[src/rtl/cpu_types_pkg.sv]
// Shared CPU pipeline types: control FSM state, stage-control bundle and register-address width.
package cpu_types_pkg;

  localparam int unsigned RegAddrW = 5;

  typedef enum logic [1:0] {
    RUN   = 2'd0,
    DWAIT = 2'd1,
    HALT  = 2'd2
  } pipe_state_t;

  typedef struct packed {
    logic pc_en;
    logic ifid_en;
    logic idex_en;
    logic exmem_en;
    logic memwb_en;
    logic ifid_flush;
    logic idex_flush;
  } pipe_ctl_t;

  localparam pipe_ctl_t CtlAdvance = '{
    pc_en: 1'b1, ifid_en: 1'b1, idex_en: 1'b1, exmem_en: 1'b1, memwb_en: 1'b1,
    ifid_flush: 1'b0, idex_flush: 1'b0
  };

  localparam pipe_ctl_t CtlFreeze = '{
    pc_en: 1'b0, ifid_en: 1'b0, idex_en: 1'b0, exmem_en: 1'b0, memwb_en: 1'b0,
    ifid_flush: 1'b0, idex_flush: 1'b0
  };

endpackage

[src/rtl/hazard_detect.sv]
// Load-use hazard detector: a load in EX whose destination feeds the instruction in ID.
module hazard_detect
  import cpu_types_pkg::*;
(
  input  logic                idex_dren_i,
  input  logic [RegAddrW-1:0] idex_rt_i,
  input  logic [RegAddrW-1:0] ifid_rs_i,
  input  logic [RegAddrW-1:0] ifid_rt_i,
  output logic                load_use_o
);

  // Register 0 is hard-wired zero, so a load targeting it never creates a dependency.
  always_comb begin
    load_use_o = idex_dren_i && (idex_rt_i != '0) &&
                 ((idex_rt_i == ifid_rs_i) || (idex_rt_i == ifid_rt_i));
  end

endmodule

[src/rtl/pipe_ctrl.sv]
// Pipeline stall/flush controller with data-wait watchdog and halt latch.
// Optional performance counters are built when PIPE_PERF_EN is defined.
module pipe_ctrl
  import cpu_types_pkg::*;
#(
  parameter int unsigned WAIT_LIMIT = 64
) (
  input  logic                CLK,
  input  logic                RST,
  input  logic                ihit,
  input  logic                dhit,
  input  logic                dmemreq,
  input  logic                idex_DRen,
  input  logic [RegAddrW-1:0] idex_Rt,
  input  logic [RegAddrW-1:0] ifid_Rs,
  input  logic [RegAddrW-1:0] ifid_Rt,
  input  logic                brtaken,
  input  logic                halt_i,
  output logic                pc_en,
  output logic                ifid_en,
  output logic                ieen,
  output logic                exmem_en,
  output logic                memwb_en,
  output logic                ifid_flush,
  output logic                idex_flush,
  output logic                halt_o,
  output logic                err_timeout,
  output logic [31:0]         stall_cnt,
  output logic [31:0]         flush_cnt
);

  localparam int unsigned CntW = $clog2(WAIT_LIMIT + 1);
  localparam logic [CntW-1:0] WaitLimit = CntW'(WAIT_LIMIT);

  pipe_state_t     state_q, state_d;
  pipe_ctl_t       ctl;
  logic            load_use;
  logic            data_freeze;
  logic [CntW-1:0] wait_cnt_q, wait_cnt_d;
  logic            err_q, err_d;

  hazard_detect u_hazard_detect (
    .idex_dren_i (idex_DRen),
    .idex_rt_i   (idex_Rt),
    .ifid_rs_i   (ifid_Rs),
    .ifid_rt_i   (ifid_Rt),
    .load_use_o  (load_use)
  );

  // A freeze in DWAIT lifts in the same cycle dhit arrives.
  always_comb begin
    data_freeze = 1'b0;
    unique case (state_q)
      RUN:     data_freeze = dmemreq && !dhit;
      DWAIT:   data_freeze = !dhit;
      default: data_freeze = 1'b0;
    endcase
  end

  always_ff @(posedge CLK or posedge RST) begin
    if (RST) begin
      state_q <= RUN;
    end else begin
      state_q <= state_d;
    end
  end

  always_comb begin
    state_d = state_q;
    if (halt_i) begin
      state_d = HALT;
    end else begin
      unique case (state_q)
        RUN:     state_d = data_freeze ? DWAIT : RUN;
        DWAIT:   state_d = dhit ? RUN : DWAIT;
        HALT:    state_d = HALT;
        default: state_d = RUN;
      endcase
    end
  end

  // Freeze outranks everything, so flushes never leak out while stages are held.
  always_comb begin
    ctl = CtlAdvance;
    if ((state_q == HALT) || data_freeze) begin
      ctl = CtlFreeze;
    end else if (brtaken) begin
      ctl.ifid_flush = 1'b1;
      ctl.idex_flush = 1'b1;
    end else if (load_use) begin
      ctl.pc_en      = 1'b0;
      ctl.ifid_en    = 1'b0;
      ctl.idex_flush = 1'b1;
    end else if (!ihit) begin
      ctl.pc_en      = 1'b0;
      ctl.ifid_flush = 1'b1;
    end
  end

  assign pc_en      = ctl.pc_en;
  assign ifid_en    = ctl.ifid_en;
  assign ieen       = ctl.idex_en;
  assign exmem_en   = ctl.exmem_en;
  assign memwb_en   = ctl.memwb_en;
  assign ifid_flush = ctl.ifid_flush;
  assign idex_flush = ctl.idex_flush;
  assign halt_o     = (state_q == HALT);

  // Counter saturates at the limit so a long wait cannot wrap back below it.
  always_comb begin
    wait_cnt_d = '0;
    if (state_d == DWAIT) begin
      wait_cnt_d = (wait_cnt_q == WaitLimit) ? wait_cnt_q : wait_cnt_q + CntW'(1);
    end
    err_d = err_q || ((state_d == DWAIT) && (wait_cnt_d == WaitLimit));
  end

  always_ff @(posedge CLK or posedge RST) begin
    if (RST) begin
      wait_cnt_q <= '0;
      err_q      <= 1'b0;
    end else begin
      wait_cnt_q <= wait_cnt_d;
      err_q      <= err_d;
    end
  end

  assign err_timeout = err_q;

`ifdef PIPE_PERF_EN
  logic [31:0] stall_cnt_q, stall_cnt_d;
  logic [31:0] flush_cnt_q, flush_cnt_d;

  always_comb begin
    stall_cnt_d = stall_cnt_q;
    flush_cnt_d = flush_cnt_q;
    if (!ctl.pc_en && (state_q != HALT) && (stall_cnt_q != '1)) begin
      stall_cnt_d = stall_cnt_q + 32'd1;
    end
    if (ctl.idex_flush && (flush_cnt_q != '1)) begin
      flush_cnt_d = flush_cnt_q + 32'd1;
    end
  end

  always_ff @(posedge CLK or posedge RST) begin
    if (RST) begin
      stall_cnt_q <= '0;
      flush_cnt_q <= '0;
    end else begin
      stall_cnt_q <= stall_cnt_d;
      flush_cnt_q <= flush_cnt_d;
    end
  end

  assign stall_cnt = stall_cnt_q;
  assign flush_cnt = flush_cnt_q;
`else
  assign stall_cnt = '0;
  assign flush_cnt = '0;
`endif

endmodule

[config.mk]
export PLATFORM = sky130hd
export DESIGN_NAME = pipe_ctrl
export DESIGN_NICKNAME = d
export VERILOG_FILES = /design/src/rtl/cpu_types_pkg.sv /design/src/rtl/hazard_detect.sv /design/src/rtl/pipe_ctrl.sv
export SDC_FILE = /design/constraint.sdc
export NUM_CORES = 1
export LEC_CHECK = 0
export ABC_AREA = 1
export BUFFER_PORTS_ARGS = -buffer_cell sky130_fd_sc_hd__buf_2
export CORE_ASPECT_RATIO = 0.75
export CORE_MARGIN = 2
export CORE_UTILIZATION = 35
export DETAILED_ROUTE_END_ITERATION = 12
export PLACE_DENSITY = 0.71
export SLEW_MARGIN = 15
export SYNTH_ARGS = -nofsm -noshare
export SYNTH_HDL_FRONTEND = slang
export SYNTH_SLANG_ARGS = --single-unit
[constraint.sdc]
create_clock -name CLK -period 1.8 [get_ports CLK]
set_input_delay 0.18 -clock CLK [delete_from_list [all_inputs] [get_ports CLK]]
set_output_delay 0.18 -clock CLK [all_outputs]
set_load 0.05 [all_outputs]
# ---- Word level (Yosys, flattened, before mapping)
# Index checks and enable logic that the tools add are counted.
dict set report totals {
  reg_bits 10
  latch_bits 0
  ram_bits 0
  rom_bits 0
  input_bits 23
  output_inout_bits 73
  elab_cells 39
  n_memories 0
}
dict set report op_classes {
  addsub 1
  n_mul 0
  div 0
  n_lt_le_gt_ge 0
  eq_ne 7
  shift 0
  muxes 18
  bitwise_logic 0
  reduce_logical 10
}
# operator n
set op_table {}
lappend op_table {{7-bit == test (second input constant)} 2}
lappend op_table {{7-bit two-way mux} 2}
lappend op_table {{5-bit == test} 2}
lappend op_table {{2-bit two-way mux} 5}
lappend op_table {{1-bit two-way mux} 8}
lappend op_table {{7-bit by 1-bit adder with 7-bit output (second input constant)} 1}
lappend op_table {{2-bit one-hot mux with 3 select lines} 1}
lappend op_table {{5-bit nonzero test} 1}
lappend op_table {{2-bit by 1-bit == test with 1-bit output (second input constant)} 2}
lappend op_table {{1-bit logical AND} 4}
lappend op_table {{1-bit logical OR} 3}
lappend op_table {{3-bit two-way mux} 1}
lappend op_table {{2-bit == test (second input constant)} 1}
lappend op_table {{2-bit logical NOT} 1}
lappend op_table {{1-bit one-hot mux with 2 select lines} 1}
lappend op_table {{1-bit logical NOT} 1}

# ---- Depth between registers and ports, before layout
# Gate-level depths: netlist of run 1.
dict set report logic_depth {
  depth_word 11
  ltp_mapped 11
  ltp_nobuf 11
}

# ---- Hierarchy
# A second synthesis of run 1 with hierarchy kept.
dict set report unflattened {
  cells_unflattened 201
  hier_area_um2 1362.6
}
# module n_inst cells_each area_each_um2 seq_area_each_um2
set modules_own_cells {}
lappend modules_own_cells {pipe_ctrl 1 156 1167.4 250.2}
lappend modules_own_cells {hazard_detect 1 45 195.2 0.0}

# ---- Worst setup path after synthesis of run 1
# OpenSTA, ideal clock, no wires.
dict set report synth_timing {
  path_type {register to output}
  start {register state_q[1]}
  end {output port idex_flush}
  t_arrival_ns 2.838
  required_ns 1.620
  setup_slack_ns -1.218
  stages_incl_launch_ff 5
  path_buffers 0
  path_cell_list {dfrtp_1 inv_1 nor2_1 a21oi_1 a21boi_0}
}
dict set report synth_between {
  elab_cells_between_ends 6
  cone_classes {eq/ne: 2; mux: 2; reduce/logical: 2}
}
# item line
set synth_rtl {}
lappend synth_rtl {{from (decl)} pipe_ctrl.sv:35} ;# pipe_state_t state_q, state_d;
lappend synth_rtl {{from (signal assigned)} pipe_ctrl.sv:64} ;# state_q <= state_d;
lappend synth_rtl {{2-bit == test} -}
lappend synth_rtl {{via halt_o} pipe_ctrl.sv:26} ;# output logic halt_o,
lappend synth_rtl {{1-bit logical OR} pipe_ctrl.sv:85} ;# if ((state_q == HALT) || data_freeze) begin
lappend synth_rtl {{2-bit two-way mux} pipe_ctrl.sv:85}
lappend synth_rtl {{to (decl)} pipe_ctrl.sv:25} ;# output logic idex_flush,
# The timed path passes the listed nets, and every way through them passes these cells.

# ---- Final worst setup path of run 1
dict set report layout_timing {
  start {register state_q[0]}
  end {output port pc_en}
}
dict set report layout_between {
  elab_chain_len 4
  elab_cells_between_ends 6
  cone_classes {eq/ne: 2; mux: 2; reduce/logical: 2}
}
# item line
set layout_lines {}
lappend layout_lines {{2-bit by 1-bit == test with 1-bit output or 2-bit logical NOT (tied branches)} pipe_ctrl.sv:53} ;# unique case (state_q)
lappend layout_lines {{1-bit one-hot mux with 2 select lines} pipe_ctrl.sv:53}
lappend layout_lines {{1-bit logical OR (*)} pipe_ctrl.sv:85}
lappend layout_lines {{2-bit two-way mux (*)} pipe_ctrl.sv:85}
lappend layout_lines {{to (decl)} pipe_ctrl.sv:19} ;# output logic pc_en,
# Every way passes the cells marked *; elsewhere a longest branch is shown, timed or not.

==> impl_metrics.csv, run 1 <==
group,metric,value,unit
run_status,status,"complete, no violations",
timing,fin_skew,0.636,ps
cts,cts_max_path_buffers,2,
setup_path,cp.arrival,1410,ps
global_routing,grt_pass1_wl,3210,µm
layout,nets,264,
floorplan,row_count,19,
floorplan,io-pin-count,96,
setup_path,cp-start-kind,"flop",
place,placed_cell_area,1320,µm²
setup_path,cpMaxStageDelayCell,"dfrtp_1",
routing,antenna_left,0,
cts,cts-root-buf,"clkbuf_8",
timing,finalHoldViolCount,0,
routing,viasPerCell,3.58,
setup_path,crit_family,"flip-flops",
layout,synthToLayoutAreaGrowth,3.67,%
layout,finish.instance_area,1380,µm²
setup_path,endpoint_kind,"output port",
setup_path,crit_chain,"inv_1, nand2_2, a21oi_4, nand2_1, nor2_2, buf_2",
routing,via_count,1039,
routing,wl_per_cell,7.39,µm
cts,cts_buffers,3,
routing,drc,0,
timing,period_share,88.4,%
global_routing,groute.usage.overall,9.68,%
floorplan,start_util,36.4,%
pwr,leakagePower,0.000952,µW
cts,postCtsSetupRepairBufs,0,
synthesis,ys_ff_latch,10,
synthesis,netlist_area,1330,µm²
layout,n_antenna_cell,0,
global_routing,antenna_found_initial,0,
synthesis,synth_area_per_cell,6.49,µm²
floorplan,fp.dieW,75.2,µm
timing,setup_viol,0,
global_routing,grt_start_max_net_pins,11,
timing,drv_slew,0,
job,cap_viol_max_count,0,
cts,clock-sinks,10,
timing,fmax,629,MHz
place,io_buffers,31,
pwr,max-vdd-ir-drop,0.299,mV
routing,first_iter_violations,26,
global_routing,grt.overflow.total,0,
timing,finalCriticalPeriod,1590,ps
floorplan,coreArea,3660,µm²
setup_path,path_buf_inv,2,
hold_path,hp-class,"input port to flop",
place,gp_congestion,0.921,
cts,cts_tree,"yes",
cts,cts_resized,0,
routing,routed_wl,2140,µm
place,dp.cells,285,
setup_path,crit_type,"flop to output port",
routing,dr.pass1.iters,4,
global_routing,grt_pass1_vias,751,
timing,rsz0062_at_grt,"false",
floorplan,die-area,4320,µm²
synthesis,syn-instance-count,205,
synthesis,yosysSeqAreaShare,18.8,%
cts,h-tree-depth,1,
synthesis,ys_warn_count,0,
setup_path,required,1620,ps
layout,finalNonFillerCells,290,
floorplan,die_y,57.4,µm
cts,clk_pin_slew,50,ps
setup_path,critPathMaxFanout,5,
synthesis,synth_cell_types,18,
pwr,power.density,629,nW/µm²
setup_path,cp_slowest_stage_delay,390,ps
timing,tns,0,ps
place,dp_hpwl,1890,µm
cts,clock_latency,230,ps
layout,drive_above_1_share,19.3,%
## registers in the layout, indices dropped and copies added, names as in the netlist
name and cells:
wait_cnt_q 7, state_q 2, err_timeout 1
## area by class of cell
cell class | count | area (µm²)
fillers | 392 | 2280
clock buffers | 4 | 55.1
flip-flops and latches | 10 | 250
repair buffers | 32 | 165
inverters | 38 | 143
well taps | 52 | 65.1
multi-input cells | 154 | 702
## cell usage in the layout (no fill, tap or decap)
cell           instances
nor2_8                 1
nand2_1               42
xor2_1                 1
clkbuf_8               4
nor2_2                 5
buf_2                 31
a21boi_2               2
nand4_1                5
conb_1                64
a21oi_4                1
nand2_2                2
xnor2_1                2
nor2_1                13
nand3_1               10
inv_1                 38
o21ai_0                4
dfrtp_1               10
dlygate4sd3_1          1
ha_1                   2
## synthesized netlist by cell type
| cell type | n | share of area, % |
|---|---|---|
| buf_4 | 66 | 37 |
| dfrtp_1 | 10 | 19 |
| xnor2_1 | 2 | 1.3 |
| a21oi_1 | 1 | 0.38 |
| nand3_1 | 10 | 3.8 |
| nand2_2 | 2 | 0.94 |
| conb_1 | 1 | 0.28 |
| xor2_1 | 1 | 0.66 |
| inv_1 | 38 | 11 |
| a21boi_0 | 1 | 0.56 |
| nor2_1 | 16 | 4.5 |
| nor2_8 | 1 | 1.5 |
| a21boi_2 | 1 | 0.85 |
| o21ai_0 | 4 | 1.5 |
| nand4_1 | 5 | 2.3 |
| ha_1 | 2 | 1.9 |
| nor2_2 | 2 | 0.94 |
| nand2_1 | 42 | 12 |
## power breakdown
part           internal (µW)   switching, µW  leakage, µW
clock network            192            81.2    0.0000288
registers                225  0.000000000315     0.000129
logic                   35.4             334     0.000794
total                    452             416     0.000952
## repair_timing
action,CTS,global route
hold buffers,1,0
hold endpoints to repair,10,0
endpoints found under the setup margin,0,0
## stage by stage
stage                     worst slack [ps]  power [µW]  hold WS [ps]  utilization [%]
after floorplan                       37.6         666          20.2                -
final                                  209         868           209             37.7
after detailed placement               372         595           178             35.9
after global routing                   122         912           202             37.7
after CTS                              188         876           205             37.7
after global placement                 413         593           174             35.9
## cells by family (layout without fill, tap and decap cells)
group                    after synthesis  after routing  synth area share, %
other                                  1             64                0.282
AND/OR/NAND/NOR                       78             78                 25.8
AO/OA/AOI/OAI                          7              7                 3.29
flip-flops                            10             10                 18.8
XOR/XNOR                               3              3                 1.97
adder cells (fa/ha/maj)                2              2                 1.88
buffers and inverters                104             74                 47.9
## worst paths after layout
path                               start             to  slack, ps  depth (start not counted)
max                           state_q[0]          pc_en        210                          6
min                               halt_i     state_q[0]        210                          2
max reg2reg                wait_cnt_q[0]    err_timeout        350                         11
min reg2reg                  err_timeout    err_timeout        470                          2
max in group asynchronous            RST     state_q[1]       1060                          3
min in group asynchronous            RST  wait_cnt_q[2]        460                          3
## metal layers
| layer | track usage (%) | share of wire [%] | wire length, µm | up-vias |
|---|---|---|---|---|
| li1 | - | - | - | 540 |
| met1 | 12.8 | 44 | 943 | 438 |
| met2 | 15.4 | 46 | 978 | 59 |
| met3 | 2.12 | 9.2 | 197 | 2 |
| met4 | 3.76 | 1.0 | 22 | 0 |
| met5 | 0 | 0 | 0 | - |
Note: power is estimated with default switching activity, not from simulation.
==> run 2: changes to the inputs <==
CORE_MARGIN = 3   (was 2)
PLACE_DENSITY = 0.7   (was 0.71)
SYNTH_HIERARCHICAL = 1   (was unset)
==> impl_metrics.csv, run 2 <==
group,metric,value,unit
layout,nets,261,
routing,dr.pass1.iters,5,
synthesis,syn-instance-count,201,
layout,n_antenna_cell,0,
pwr,combPwrFrac,42.5,%
routing,antenna_left,0,
routing,wl_per_cell,8.09,µm
cts,h-tree-depth,1,
cts,clock_latency,230,ps
setup_path,critPathMaxFanout,4,
layout,synthToLayoutAreaGrowth,4.68,%
floorplan,fp.dieW,78.0,µm
routing,drc,0,
timing,drv_slew,0,
routing,via_count,1012,
cts,cts_max_path_buffers,2,
synthesis,yosys-top-cells-count,"buf_4 (66), nand2_1 (41), inv_1 (26)",
synthesis,async_reset_ff_share,100,%
cts,clk_pin_slew,50,ps
layout,seqCellArea,250,µm²
setup_path,endpoint_kind,"output port",
setup_path,crit_type,"flop to output port",
timing,setup_viol,0,
timing,finalCriticalPeriod,1710,ps
pwr,power.density,610,nW/µm²
setup_path,crit_path_start,"state_q[0]",
global_routing,grt_pass1_wl,3110,µm
synthesis,synth_ff_type,"dfrtp_1",
floorplan,die_y,60.0,µm
pwr,max-vdd-ir-drop,0.477,mV
timing,period_share,94.8,%
global_routing,grt_start_max_net_pins,11,
layout,finalNonFillerCells,285,
timing,tns,0,ps
synthesis,yosysSeqAreaShare,18.4,%
place,io_buffers,31,
place,dp_hpwl,1950,µm
timing,rsz0062_at_grt,"false",
layout,drive_above_1_share,25.1,%
global_routing,grt_pass1_vias,758,
routing,viasPerCell,3.55,
layout,n_fill_cell,388,
pwr,swShare,48.1,%
pwr,leakagePower,0.000907,µW
synthesis,synth_top_area_share,36.4,%
cts,cts_tree,"yes",
synthesis,ys_ff_latch,10,
cts,cts_buffers,3,
routing,routed_wl,2310,µm
pwr,p_clk_share,31.6,%
routing,first_iter_violations,25,
cts,clock-sinks,10,
floorplan,die-area,4690,µm²
run_status,status,"complete, no violations",
place,dp.cells,279,
floorplan,row_count,18,
timing,fin_skew,0.698,ps
layout,multi_input_area,746,µm²
synthesis,netlist_area,1360,µm²
pwr,pwr-share-seq,25.9,%
synthesis,synth_most_common_cell,"buf_4",
synthesis,synth_area_per_cell,6.78,µm²
layout,final_cell_mix,"conb_1 (64), nand2_1 (41), buf_2 (29), inv_1 (26), nor2_1 (12)",
synthesis,synth_area_leaders,"buf_4 (36%), dfrtp_1 (18%), nand2_1 (11%)",
global_routing,antenna_found_initial,0,
pwr,internal_power,452,µW
synthesis,synth_cell_types,24,
global_routing,grt.overflow.total,0,
place,gp_congestion,0.827,
layout,layout_commonest_cell,"conb_1",
timing,finalHoldViolCount,0,
floorplan,coreArea,3510,µm²
job,cap_viol_max_count,0,
synthesis,synth-edff-count,0,
floorplan,io-pin-count,96,
global_routing,groute.usage.overall,8.17,%
setup_path,cp.arrival,1530,ps
cts,cts-root-buf,"clkbuf_8",
pwr,switchingPower,418,µW
synthesis,ys_warn_count,6,
timing,fmax,586,MHz
setup_path,required,1620,ps
layout,largest_register,"wait_cnt_q",
floorplan,start_util,38.8,%
setup_path,r2r_start,"wait_cnt_q[1]",
setup_path,cp-start-kind,"flop",
layout,largest_register_ffs,7,
synthesis,yosysTopAreaCell,"buf_4",
layout,final_util,40.6,%
hold_path,hp-class,"input port to flop",
hold_path,holdCritStartpoint,"halt_i",
## run 2: changes by cell type after synthesis, moves of 2 or more
cell and delta:
a21oi_2 +2, nand3_2 +3, o21ai_0 -3, inv_2 +6, nand3_1 -2, nor2_1 -3, inv_1 -12, clkinv_1 +3
## run 2: worst paths after layout
check | slack, ps | depth (start not counted) | to
hold reg to reg | 460 | 2 | err_timeout
setup / recovery | 90 | 9 | ifid_flush
setup reg to reg | 350 | 9 | err_timeout
min in group asynchronous | 460 | 3 | wait_cnt_q[5]
max in group asynchronous | 1080 | 3 | state_q[1]
hold / removal | 190 | 2 | state_q[0]
## run 2: repair_timing
action / 4_1_cts / 5_1_grt
buffers inserted: 0 / 1
resized for setup: 1 / 3
setup endpoints to repair: 1 / 2
hold endpoints to repair: 10 / 0
hold buffers: 1 / 0
pin swaps: 0 / 0
## run 2: layout make-up
type | instances | area share (%)
clock buffers | 4 | 3.86
inverters | 35 | 9.21
multi-input cells | 153 | 52.3
flip-flops and latches | 10 | 17.5
well taps | 50 | 4.39
repair buffers | 33 | 12.7
## run 2: cells by family after synthesis
kind of cell	after synthesis	share of synthesized area [%]
buf+inv	101	46.0
simple gates	77	26.9
flops	10	18.4
compound gates	7	4.68
xor+xnor	3	1.93
fa+ha+maj	2	1.84
other cells	1	0.275
## run 2: power groups by stage
| stage | combinational [µW] | clock, µW | sequential [µW] |
|---|---|---|---|
| after floorplan | 436 | 0 | 229 |
| after global placement | 363 | 0 | 229 |
| after detailed placement | 364 | 0 | 229 |
| after CTS | 366 | 288 | 225 |
| after global routing | 388 | 295 | 225 |
| final | 370 | 275 | 226 |
## run 2: layer usage
metal  GRT usage, %  vias to the layer above  share of wire (%)
met1           11.1                      423                 42
met4           3.74                        0                1.4
met5              0                        -                  0
met3           1.51                        3                9.2
li1               -                      537                  -
met2           12.7                       49                 47
## run 2: critical path: stages, from the launching register on
cell and delay [ps]:
dfrtp_1 380, clkinv_1 70, nand2_2 60, nand2_4 90, inv_2 50, nor2_4 120, inv_2 60, a21oi_4 120
a21boi_4 180, buf_6 170
## run 2: per-stage QoR
step	hold slack [ps]	worst slack, ps	total power (µW)	cell area (µm²)
3_5_place_dp	171	258	593	1350
2_1_floorplan	20.2	-192	665	1620
6_report	194	94.4	871	1430
3_3_place_gp	165	287	592	1350
5_1_grt	196	2.55	908	1430
4_1_cts	189	47.7	879	1410
==> run 3: changes to the inputs <==
CORE_ASPECT_RATIO = 0.5   (was 0.75)
CORE_UTILIZATION = 42   (was 35)
PLACE_DENSITY = 0.82   (was 0.7)
==> impl_metrics.csv, run 3 (same netlist as run 2, synthesis figures left out) <==
group,metric,value,unit
cts,cts_buffers,3,
pwr,leakagePower,0.000907,µW
setup_path,r2r-end,"err_timeout",
hold_path,hp-class,"input port to flop",
cts,cts_tree,"yes",
timing,whs,192,ps
place,io_buffers,31,
floorplan,fp.dieW,86.6,µm
floorplan,start_util,48.1,%
floorplan,row_count,13,
setup_path,critPathMaxFanout,4,
setup_path,crit_end,"pc_en",
job,cap_viol_max_count,0,
routing,routed_wl,2340,µm
cts,cts-root-buf,"clkbuf_8",
pwr,combPwrFrac,42.5,%
routing,first_iter_violations,9,
cts,clk_pin_slew,40,ps
routing,wl_per_cell,8.60,µm
global_routing,groute.usage.overall,10.4,%
run_status,status,"complete, no violations",
pwr,switchingPower,417,µW
layout,n_antenna_cell,0,
pwr,max-vdd-ir-drop,0.477,mV
timing,finalHoldViolCount,0,
setup_path,cp.arrival,1520,ps
setup_path,crit_type,"flop to output port",
timing,setup_slack,105,ps
setup_path,cp-start-kind,"flop",
floorplan,io-pin-count,96,
timing,drv_slew,0,
routing,drc,0,
cts,h-tree-depth,1,
global_routing,grt_start_max_net_pins,11,
setup_path,ff2ff_path_depth,11,
cts,cts_max_path_buffers,2,
floorplan,die_y,46.3,µm
global_routing,grt.overflow.total,0,
setup_path,regToRegSetupSlack,330,ps
setup_path,r2r_start,"wait_cnt_q[0]",
cts,clock_latency,230,ps
timing,setup_viol,0,
layout,synthToLayoutAreaGrowth,3.49,%
global_routing,antenna_found_initial,0,
layout,nets,261,
place,gp_congestion,0.792,
layout,drive_above_1_share,25.1,%
layout,final_cell_mix,"conb_1 (64), nand2_1 (41), buf_2 (29), inv_1 (26), nor2_1 (12)",
pwr,p_clk_share,31.5,%
layout,layout_commonest_cell,"conb_1",
place,post-place-ws,236,ps
global_routing,grt_pass1_vias,858,
setup_path,endpoint_kind,"output port",
routing,via_count,1054,
global_routing,grt_pass1_wl,3290,µm
routing,viasPerCell,3.88,
timing,period_share,94.2,%
setup_path,crit_path_start,"state_q[0]",
layout,largest_register_ffs,7,
layout,largest_register,"wait_cnt_q",
setup_path,required,1620,ps
timing,rsz0062_at_grt,"false",
pwr,swShare,48.0,%
floorplan,die-area,4010,µm²
routing,dr.pass1.iters,4,
floorplan,coreArea,2830,µm²
pwr,pwr-share-seq,26.0,%
layout,n_fill_cell,282,
timing,finalCriticalPeriod,1700,ps
timing,fin_skew,2.76,ps
place,dp_hpwl,2090,µm
cts,clock-sinks,10,
pwr,internal_power,452,µW
timing,fmax,590,MHz
routing,antenna_left,0,
pwr,power.density,616,nW/µm²
-- run 3: changes by cell type in the layout (fill, tap and decap cells not counted) --
| cell | before | now |
|---|---|---|
| buf_4 | 2 | 1 |
| clkbuf_4 | 0 | 1 |
-- run 3: layout make-up --
cell class	instances	area, µm²	share of cell area, %
Clock buffer	4	55.1	3.90
Inverter	35	131	9.32
Multi-Input combinational cell	153	746	52.9
Tap cell	37	46.3	3.28
Sequential cell	10	250	17.7
Timing Repair Buffer	33	181	12.9
-- run 3: layer usage --
metal | track usage [%] | vias up | wire length, µm
met3 | 1.61 | 4 | 179
li1 | - | 539 | -
met1 | 9.76 | 463 | 766
met5 | 0 | - | 0
met2 | 22.8 | 48 | 1370
met4 | 4.66 | 0 | 27
-- run 3: power groups by stage --
stage / Clock (µW) / Sequential (µW) / Combinational [µW]
CTS: 280 / 225 / 365
detailed placement: 0 / 229 / 364
finish: 274 / 226 / 369
floorplan: 0 / 229 / 436
global placement: 0 / 229 / 361
global route: 297 / 225 / 388
-- run 3: worst min-delay path by stage --
| stage | from | to | cells past startpoint |
|---|---|---|---|
| global placement | RST | err_timeout | 2 |
| detailed placement | RST | state_q[1] | 2 |
| CTS | halt_i | state_q[0] | 2 |
| floorplan | RST | err_timeout | 1 |
| global route | halt_i | state_q[0] | 2 |
| finish | halt_i | state_q[0] | 2 |
-- run 3: stage by stage --
stage / cells / util, % / setup TNS, ps / area, µm² / power [µW]
finish: 272 / 49.8 / 0 / 1410 / 869
global route: 272 / 49.8 / 0 / 1410 / 910
CTS: 271 / 49.3 / 0 / 1400 / 871
detailed placement: 266 / 46.9 / 0 / 1330 / 593
global placement: 266 / 46.9 / 0 / 1330 / 590
floorplan: 264 / - / -371 / 1620 / 665
-- run 3: worst max-delay path, cell delays in order (launching register included) --
cell	delay [ps]
dfrtp_1	380
clkinv_1	60
nand2_2	50
nand2_4	90
inv_2	50
nor2_4	120
inv_2	60
a21oi_4	120
o21a_2	140
clkbuf_4	220
-- run 3: what timing repair did --
action,CTS,global route
gates resized for setup,1,2
hold buffers,1,0
endpoints found under the setup margin,1,2
pin swaps,0,0
endpoints found under the hold margin,10,0
setup buffers,0,1
